[src/rtl/cur_blk_fetch.sv]
// Current-picture 4x4 block fetcher for one CU.
// Issues one cur RAM read per block in raster order and hands blocks downstream.
module cur_blk_fetch #(
   parameter int LINE_WORDS = 32,
   parameter int RD_LAT     = 1
) (
   input  logic          clk,
   input  logic          rst,
   input  logic          start,
   input  logic [12:0]   base_addr,
   input  logic [4:0]    cu_w4,
   input  logic [4:0]    cu_h4,
   output logic [12:0]   cur_addr0,
   output logic [12:0]   cur_addr1,
   output logic [12:0]   cur_addr2,
   output logic [12:0]   cur_addr3,
   output logic          export_data_cur,
   output logic          cur_en,
   input  logic [31:0]   cur_data0,
   input  logic [31:0]   cur_data1,
   input  logic [31:0]   cur_data2,
   input  logic [31:0]   cur_data3,
   output logic          blk_valid,
   input  logic          blk_ready,
   output logic [127:0]  blk_data,
   output logic [3:0]    blk_x,
   output logic [3:0]    blk_y,
   output logic          blk_last,
   output logic          done
);

   typedef enum logic [1:0] {
      S_IDLE,
      S_REQ,
      S_WAIT,
      S_OUT
   } state_t;

   state_t              state_q, state_d;
   logic [1:0]          cnt_q, cnt_d;
   logic [12:0]         base_q, base_d;
   logic [4:0]          w_q, w_d;
   logic [4:0]          h_q, h_d;
   logic [3:0]          bx_q, bx_d;
   logic [3:0]          by_q, by_d;
   logic [3:0][12:0]    addr_q, addr_d;
   logic [127:0]        data_q, data_d;
   logic [3:0]          ox_q, ox_d;
   logic [3:0]          oy_q, oy_d;
   logic                last_q, last_d;
   logic                valid_q, valid_d;
   logic                done_q, done_d;
   logic                load;

   // Row N of block (x,y): base + (4y+N)*LINE_WORDS + x, wrapping at 13 bits.
   function automatic logic [12:0] row_addr(
      input logic [12:0] b,
      input logic [3:0]  x,
      input logic [3:0]  y,
      input logic [1:0]  n
   );
      logic [31:0] s;
      s = 32'(b) + 32'({y, n}) * 32'(LINE_WORDS) + 32'(x);
      return s[12:0];
   endfunction

   // State and datapath registers.
   always_ff @(posedge clk or posedge rst) begin
      if (rst) begin
         state_q <= S_IDLE;
         cnt_q   <= '0;
         base_q  <= '0;
         w_q     <= 5'd1;
         h_q     <= 5'd1;
         bx_q    <= '0;
         by_q    <= '0;
         addr_q  <= '0;
         data_q  <= '0;
         ox_q    <= '0;
         oy_q    <= '0;
         last_q  <= 1'b0;
         valid_q <= 1'b0;
         done_q  <= 1'b0;
      end else begin
         state_q <= state_d;
         cnt_q   <= cnt_d;
         base_q  <= base_d;
         w_q     <= w_d;
         h_q     <= h_d;
         bx_q    <= bx_d;
         by_q    <= by_d;
         addr_q  <= addr_d;
         data_q  <= data_d;
         ox_q    <= ox_d;
         oy_q    <= oy_d;
         last_q  <= last_d;
         valid_q <= valid_d;
         done_q  <= done_d;
      end
   end

   // Next-state: request, wait out the RAM latency, present, advance raster.
   always_comb begin
      state_d = state_q;
      cnt_d   = cnt_q;
      base_d  = base_q;
      w_d     = w_q;
      h_d     = h_q;
      bx_d    = bx_q;
      by_d    = by_q;
      addr_d  = addr_q;
      data_d  = data_q;
      ox_d    = ox_q;
      oy_d    = oy_q;
      last_d  = last_q;
      valid_d = valid_q;
      done_d  = 1'b0;
      load    = 1'b0;
      unique case (state_q)
         S_IDLE: begin
            if (start) begin
               state_d = S_REQ;
               base_d  = base_addr;
               w_d     = (cu_w4 == 5'd0) ? 5'd1 : cu_w4;
               h_d     = (cu_h4 == 5'd0) ? 5'd1 : cu_h4;
               bx_d    = '0;
               by_d    = '0;
               load    = 1'b1;
            end
         end
         S_REQ: begin
            state_d = S_WAIT;
            cnt_d   = '0;
         end
         S_WAIT: begin
            if (cnt_q == 2'(RD_LAT - 1)) begin
               state_d = S_OUT;
               data_d  = {cur_data3, cur_data2, cur_data1, cur_data0};
               ox_d    = bx_q;
               oy_d    = by_q;
               last_d  = (5'(bx_q) == w_q - 5'd1) &&
                         (5'(by_q) == h_q - 5'd1);
               valid_d = 1'b1;
            end else begin
               cnt_d = cnt_q + 2'd1;
            end
         end
         S_OUT: begin
            if (blk_ready) begin
               valid_d = 1'b0;
               last_d  = 1'b0;
               if (last_q) begin
                  state_d = S_IDLE;
                  done_d  = 1'b1;
               end else begin
                  state_d = S_REQ;
                  load    = 1'b1;
                  if (5'(bx_q) == w_q - 5'd1) begin
                     bx_d = '0;
                     by_d = by_q + 4'd1;
                  end else begin
                     bx_d = bx_q + 4'd1;
                  end
               end
            end
         end
         default: state_d = S_IDLE;
      endcase
      if (load) begin
         for (int n = 0; n < 4; n++) begin
            addr_d[n] = row_addr(base_d, bx_d, by_d, 2'(n));
         end
      end
   end

   assign export_data_cur = (state_q == S_REQ);
   assign cur_en          = (state_q != S_IDLE);
   assign cur_addr0       = addr_q[0];
   assign cur_addr1       = addr_q[1];
   assign cur_addr2       = addr_q[2];
   assign cur_addr3       = addr_q[3];
   assign blk_valid       = valid_q;
   assign blk_data        = data_q;
   assign blk_x           = ox_q;
   assign blk_y           = oy_q;
   assign blk_last        = last_q;
   assign done            = done_q;

endmodule
[config.mk]
export PLATFORM = sky130hd
export DESIGN_NAME = cur_blk_fetch
export DESIGN_NICKNAME = d
export VERILOG_FILES = /design/src/rtl/cur_blk_fetch.sv
export SDC_FILE = /design/constraint.sdc
export NUM_CORES = 1
export LEC_CHECK = 0
export ABC_AREA = 1
export BUFFER_PORTS_ARGS = -buffer_cell sky130_fd_sc_hd__buf_2
export CAP_MARGIN = 20
export CORE_MARGIN = 5
export CORE_UTILIZATION = 35
export CTS_CLUSTER_SIZE = 30
export DETAILED_ROUTE_END_ITERATION = 8
export GPL_TIMING_DRIVEN = 0
export RECOVER_POWER = 100
export SYNTH_ARGS = -nofsm -noshare
export SYNTH_HDL_FRONTEND = slang
export SYNTH_SLANG_ARGS = --single-unit
[constraint.sdc]
create_clock -name clk -period 17.4 [get_ports clk]
set_input_delay 1.74 -clock clk [delete_from_list [all_inputs] [get_ports clk]]
set_output_delay 1.74 -clock clk [all_outputs]
set_load 0.01 [all_outputs]
Yosys cells after proc, flatten, opt, wreduce, memory -nomap -nowiden
Index checks and enable logic that the tools add are counted.
{ "totals": {"ff_bits": 226, "latch_bits": 0, "mem_bits_rw": 0, "romBits": 0, "inputBits": 155, "out_inout_bits": 193, "mem_count": 0} }
{ "op_classes": {"n_addsub": 13, "mul": 0, "n_div": 0, "n_lt_le_gt_ge": 0, "eq_ne": 9, "n_shift": 0, "mux": 33, "bitwise": 0, "reduce_logical": 13} }
{ "ops": {"columns": ["cell", "n"], "rows": [
  ["adder 13 x 11 -> 13 bit", 4],
  ["adder 13 x 4 -> 13 bit", 4],
  ["2-to-1 mux 4 bit", 8],
  ["2-to-1 mux 13 bit", 2],
  ["case mux 4 bit (2 select lines)", 2],
  ["== test 4 x 5 -> 1 bit", 2],
  ["logical NOT 5 bit", 2],
  ["2-to-1 mux 1 bit", 10],
  ["2-to-1 mux 5 bit", 2],
  ["subtractor 5 x 1 -> 5 bit, second input constant", 2],
  ["adder 4 x 1 -> 4 bit, second input constant", 2],
  ["2-to-1 mux 2 bit", 4],
  ["!= test 2 bit, second input constant", 4],
  ["case mux 2 bit (4 select lines)", 1],
  ["case mux 1 bit (2 select lines)", 3],
  ["AND reduction 2 bit", 3],
  ["AND reduction 3 bit", 2],
  ["nonzero test 2 bit", 3],
  ["== test 2 bit, second input constant", 2],
  ["logical NOT 2 bit", 2],
  ["case mux 2 bit (2 select lines)", 1],
  ["adder 2 x 1 -> 2 bit, second input constant", 1],
  ["== test 2 x 1 -> 1 bit, second input constant", 1],
  ["logical AND 1 bit", 1]
]} }

Logic depth before layout (Yosys ltp)
{ "depth": {"ltp_word": 8, "ltp_mapped": 25} }

Least setup slack after synthesis
OpenSTA, ideal clock, no wires.
{ "synth_timing": {"path_type": "input to register", "from": "input port start", "to": "register addr_q, in the netlist cur_addr0[11]", "arrival_ns": 4.043, "required_time_ns": 17.282, "slack_ns": 13.239, "cell_stages": 14, "path_buffers": 3, "cell_sequence": "buf_6 nand2_4 buf_2 buf_2 mux2_2 ha_1 nand2_1 nand2_1 inv_1 o21ai_2 a21oi_1 nand4_1 nand3_1 nand2_1"} }
{ "synth_via": {"elab_chain_len": 4} }
{ "synth_rtl": {"columns": ["element", "line_no", "source"], "rows": [
  ["start: declaration", "9", "input logic start,"],
  ["2-to-1 mux 13 bit", "121", "if (start) begin"],
  ["2-to-1 mux 13 bit", "119", "unique case (state_q)"],
  ["named net base_d[9]", "41", "logic [12:0] base_q, base_d;"],
  ["adder 13 x 11 -> 13 bit", "63", "s = 32'(b) + 32'({y, n}) * 32'(LINE_WORDS) + 32'(x);"],
  ["adder 13 x 4 -> 13 bit", "63", null],
  ["end signal: assignment", "92", "addr_q <= addr_d;"],
  ["end: declaration", "46", "logic [3:0][12:0] addr_q, addr_d;"]
]} }
The timed path passes the listed nets, and every way through them passes these cells.
A chain may end at the register's enable or synchronous reset.

Final worst setup path
{ "layout_timing": {"from": "input port start", "to": "register addr_q, in the netlist cur_addr1[11]"} }
The elaborated chain is that of the path after synthesis.

==> summary.txt <==
Run status
  • Status: finished with violations
  • Failing checks: capacitance limit, slew limit

Floorplanning
  • Core ar.: 0.0276 mm2
  • Die Span X: 177 um
  • I/O Pins: 348
  • Num rows: 61
  • Die Ht: 177 um
  • Die ar.: 0.0313 mm2
  • Starting Density: 0.353

Global route
  • Global Route Usage Sum: 0.191
  • Total gr overflow: 0
  • Vias in the first global route: 8669
  • Largest net degree at the start of global routing: 107
  • First-pass GRT wire length: 47900 um
  • Initial antenna violation count: 5

Placed design
  • Placer Congestion: 0.895
  • Port bufs: 346
  • Detailed placer's ending HPWL: 24000 um
  • Post-DP Area: 0.0120 mm2
  • DP Worst Slack: 12.67 ns

Clock network
  • Deepest clock path buffer count: 3
  • Cts hold-fix bufs: 0
  • CTS tree: yes
  • H-tree levels: 1
  • Post-CTS Setup Inserts: 0
  • Clock sinks: 209
  • TritonCTS Buffers: 24
  • Clk pin slew, worst setup/hold paths: 0.06 ns
  • Worst skew pair latency: 0.51 ns
  • PostCTS Resize Cnt: 0
  • Root Buffer: clkbuf_16

Logic synthesis
  • Number of flops mapped to enable cells by yosys: 0
  • Post-Syn Area: 0.00975 mm2
  • FFs w/ async S/R, synth: 1.00
  • Largest family of logic cells by synthesized area: simple AND/OR/NAND/NOR gates
  • Post-synthesis mux area share: 0.00924
  • Post-synthesis cell count: 1197
  • Post-Synth XOR/XNOR Area: 0.00899
  • Synth top area share: 0.532
  • Top-count cell post-synth: nand2_1
  • Mapped Nets: 1370
  • Largest cells by area after synthesis: dfrtp_1 53%, nand2_1 23%, nand3_1 4.1%
  • Synth warnings: 0
  • Synth area leader: dfrtp_1
  • Number of synthesized register bits: 209
  • Simple-gate share of the synthesized area: 0.316
  • Register area share after synthesis: 0.537
  • Synth top cells by count: 592 x nand2_1, 207 x dfrtp_1, 80 x nand3_1
  • Main synth FF type: dfrtp_1
  • Compound-Gate Fraction of Synth Area: 0.0413
  • Mapped Avg Cell Area: 8.14 um2
  • Synth unique cells: 39
  • Post-Synth Adder-Cell Area: 0.0239

Power
  • Worst VDD drop: 78.8 uV
  • Leak: 6.62 nW
  • PwrDens: 196 mW/mm2
  • Part of the power in registers: 0.341
  • Clock Power Share: 0.209
  • Internal power: 1.39 mW
  • Sw Ratio: 0.434
  • Switching power of the nets: 1.06 mW
  • Combinational power share: 0.450

Critical path
  • Critical path fanouts, max: 10
  • Crit path required time: 17.80 ns
  • CP bufs+invs: 4
  • CP dominant cell by count: nand2_1
  • Crit-path cells: clkbuf_1, nand2_1, clkbuf_1, clkbuf_1, mux2_1, ha_1, nand2_1, nand2_1, inv_1, o21ai_0, a21oi_1, nand4_1, nand3_1, nand2_1
  • Family with the most delay on the worst path: buffers and inverters
  • Critical path type: input pin to flip-flop
  • CP arrival: 5.75 ns
  • Critical path endpoint category: flip-flop
  • CP peak stage delay: 0.56 ns
  • CP Launch Type: input pin
  • Slowest cell on crit path: clkbuf_1

Timing
  • Final WS setup: 12.05 ns
  • Post-route clock skew: 0.00771 ns
  • Final Hold Fails: 0
  • Final setup violation count: 0
  • Period utilisation layout: 0.308
  • Worst Max-Slew Pin Slew: 4.84 ns
  • Rel. slew slack: -2.25
  • Highest Clock Rate: 187 MHz
  • Crit path time final: 5.35 ns
  • RSZ-0062 raised after global routing: no
  • Setup TNS: 0 ns
  • Final-report max-slew violation count: 106

Run
  • Maxcap violations: 1

Route
  • Drt total wl: 31600 um
  • Post-route DRC: 0
  • Routed Antenna Nets: 0
  • Drt pass-1 iters: 5
  • Vias: 9048
  • Routed WL per cell: 16.1 um
  • Vias per cell: 4.60
  • DRT iter0 DRCs: 608

Cells and area
  • Layout area overhead: 28.2%
  • Post-layout nets: 1743
  • Filler Cell Count: 2887
  • Share of layout cells above drive strength 1: 0.165
  • Final core occ: 0.452
  • Final instance area: 0.0125 mm2

Worst hold path
  • Hold Crit Class: flip-flop to flip-flop
[power groups by stage]
stage	Combinational (mW)	Sequential, mW	Clock [mW]
finish	1.10	0.836	0.510
global placement	1.16	0.829	0
floorplan	0.641	0.916	0
detailed placement	1.18	0.834	0
CTS	1.19	0.828	0.526
global route	1.24	0.864	0.545
[per-layer routing]
layer	share of wire	global-route usage
met5	0.00041	0
met1	0.43	0.249
met3	0.066	0.0357
met4	0.024	0.0480
met2	0.48	0.329
[cells by family (layout without fill, tap and decap cells)]
group,after synthesis,count (layout)
AO/OA/AOI/OAI,68,68
adder cells (fa/ha/maj),18,18
AND/OR/NAND/NOR,747,747
multiplexers,8,8
XOR/XNOR,10,10
buffers and inverters,137,526
other,0,4
flip-flops,209,209
[layout make-up]
type	instances	area, um2	share of cell area
diodes	4	10.0	0.000801
plain buffers	61	305	0.0244
clock buffers	35	753	0.0603
clock inverters	7	62.6	0.00501
inverters	76	287	0.0229
multi-input cells	851	3840	0.307
flip-flops and latches	209	5230	0.419
well taps	378	473	0.0378
repair buffers	347	1540	0.123
[stage by stage]
step	hold slack (ns)	power, mW	instances
2_1_floorplan	0.453	1.56	1197
3_3_place_gp	0.458	1.99	1921
3_5_place_dp	0.459	2.01	1922
4_1_cts	0.475	2.54	1964
5_1_grt	0.493	2.65	1968
6_report	0.474	2.45	1968
[registers in the layout (all words and copies together) (netlist names), 5 cells and up]
register   count
blk_data     128
base_q        13
cur_addr0     13
cur_addr1      8
cur_addr2      7
cur_addr3      7
h_q            5
w_q            5
[final timing paths]
path	start	end	slack, ns	cells past startpoint
min in group asynchronous	rst	blk_data[86]	2.71	2
hold / removal	blk_data[123]	blk_data[123]	0.47	2
setup / recovery	start	cur_addr1[11]	12.05	14
setup reg to reg	state_q[0]	cur_addr1[11]	12.99	15
hold reg to reg	blk_data[123]	blk_data[123]	0.47	2
max in group asynchronous	rst	blk_data[29]	12.51	2
[worst reg2reg max path: stages, from the launching register on]
cell	delay (ns)
dfrtp_1	0.37
inv_1	0.10
ha_1	0.28
nand2_1	0.42
clkbuf_1	0.47
clkbuf_1	0.50
mux2_1	0.39
ha_1	0.41
nand2_1	0.10
nand2_1	0.08
inv_1	0.06
o21ai_0	0.19
a21oi_1	0.56
nand4_1	0.17
nand3_1	0.15
nand2_1	0.06
[layout by cell type, fill, tap and decap left out, drive strengths merged]
cell / netlist / final
nand4: 17 / 17
buf: 38 / 181
dfstp: 2 / 2
dfrtp: 207 / 207
o31ai: 1 / 1
nor3: 2 / 2
xor2: 6 / 6
o22ai: 4 / 4
diode: 0 / 4
fa: 1 / 1
xnor2: 4 / 4
clkinvlp: 0 / 2
ha: 17 / 17
o21ai: 34 / 34
o21a: 3 / 3
nor2: 38 / 38
nand3: 83 / 83
clkinv: 0 / 6
a31oi: 2 / 2
bufinv: 0 / 1
a21oi: 24 / 24
nor4: 1 / 1
clkbuf: 23 / 262
nand2: 605 / 605
mux2: 8 / 8
inv: 76 / 74
or2: 1 / 1
Power figures use the tool's default switching activity.
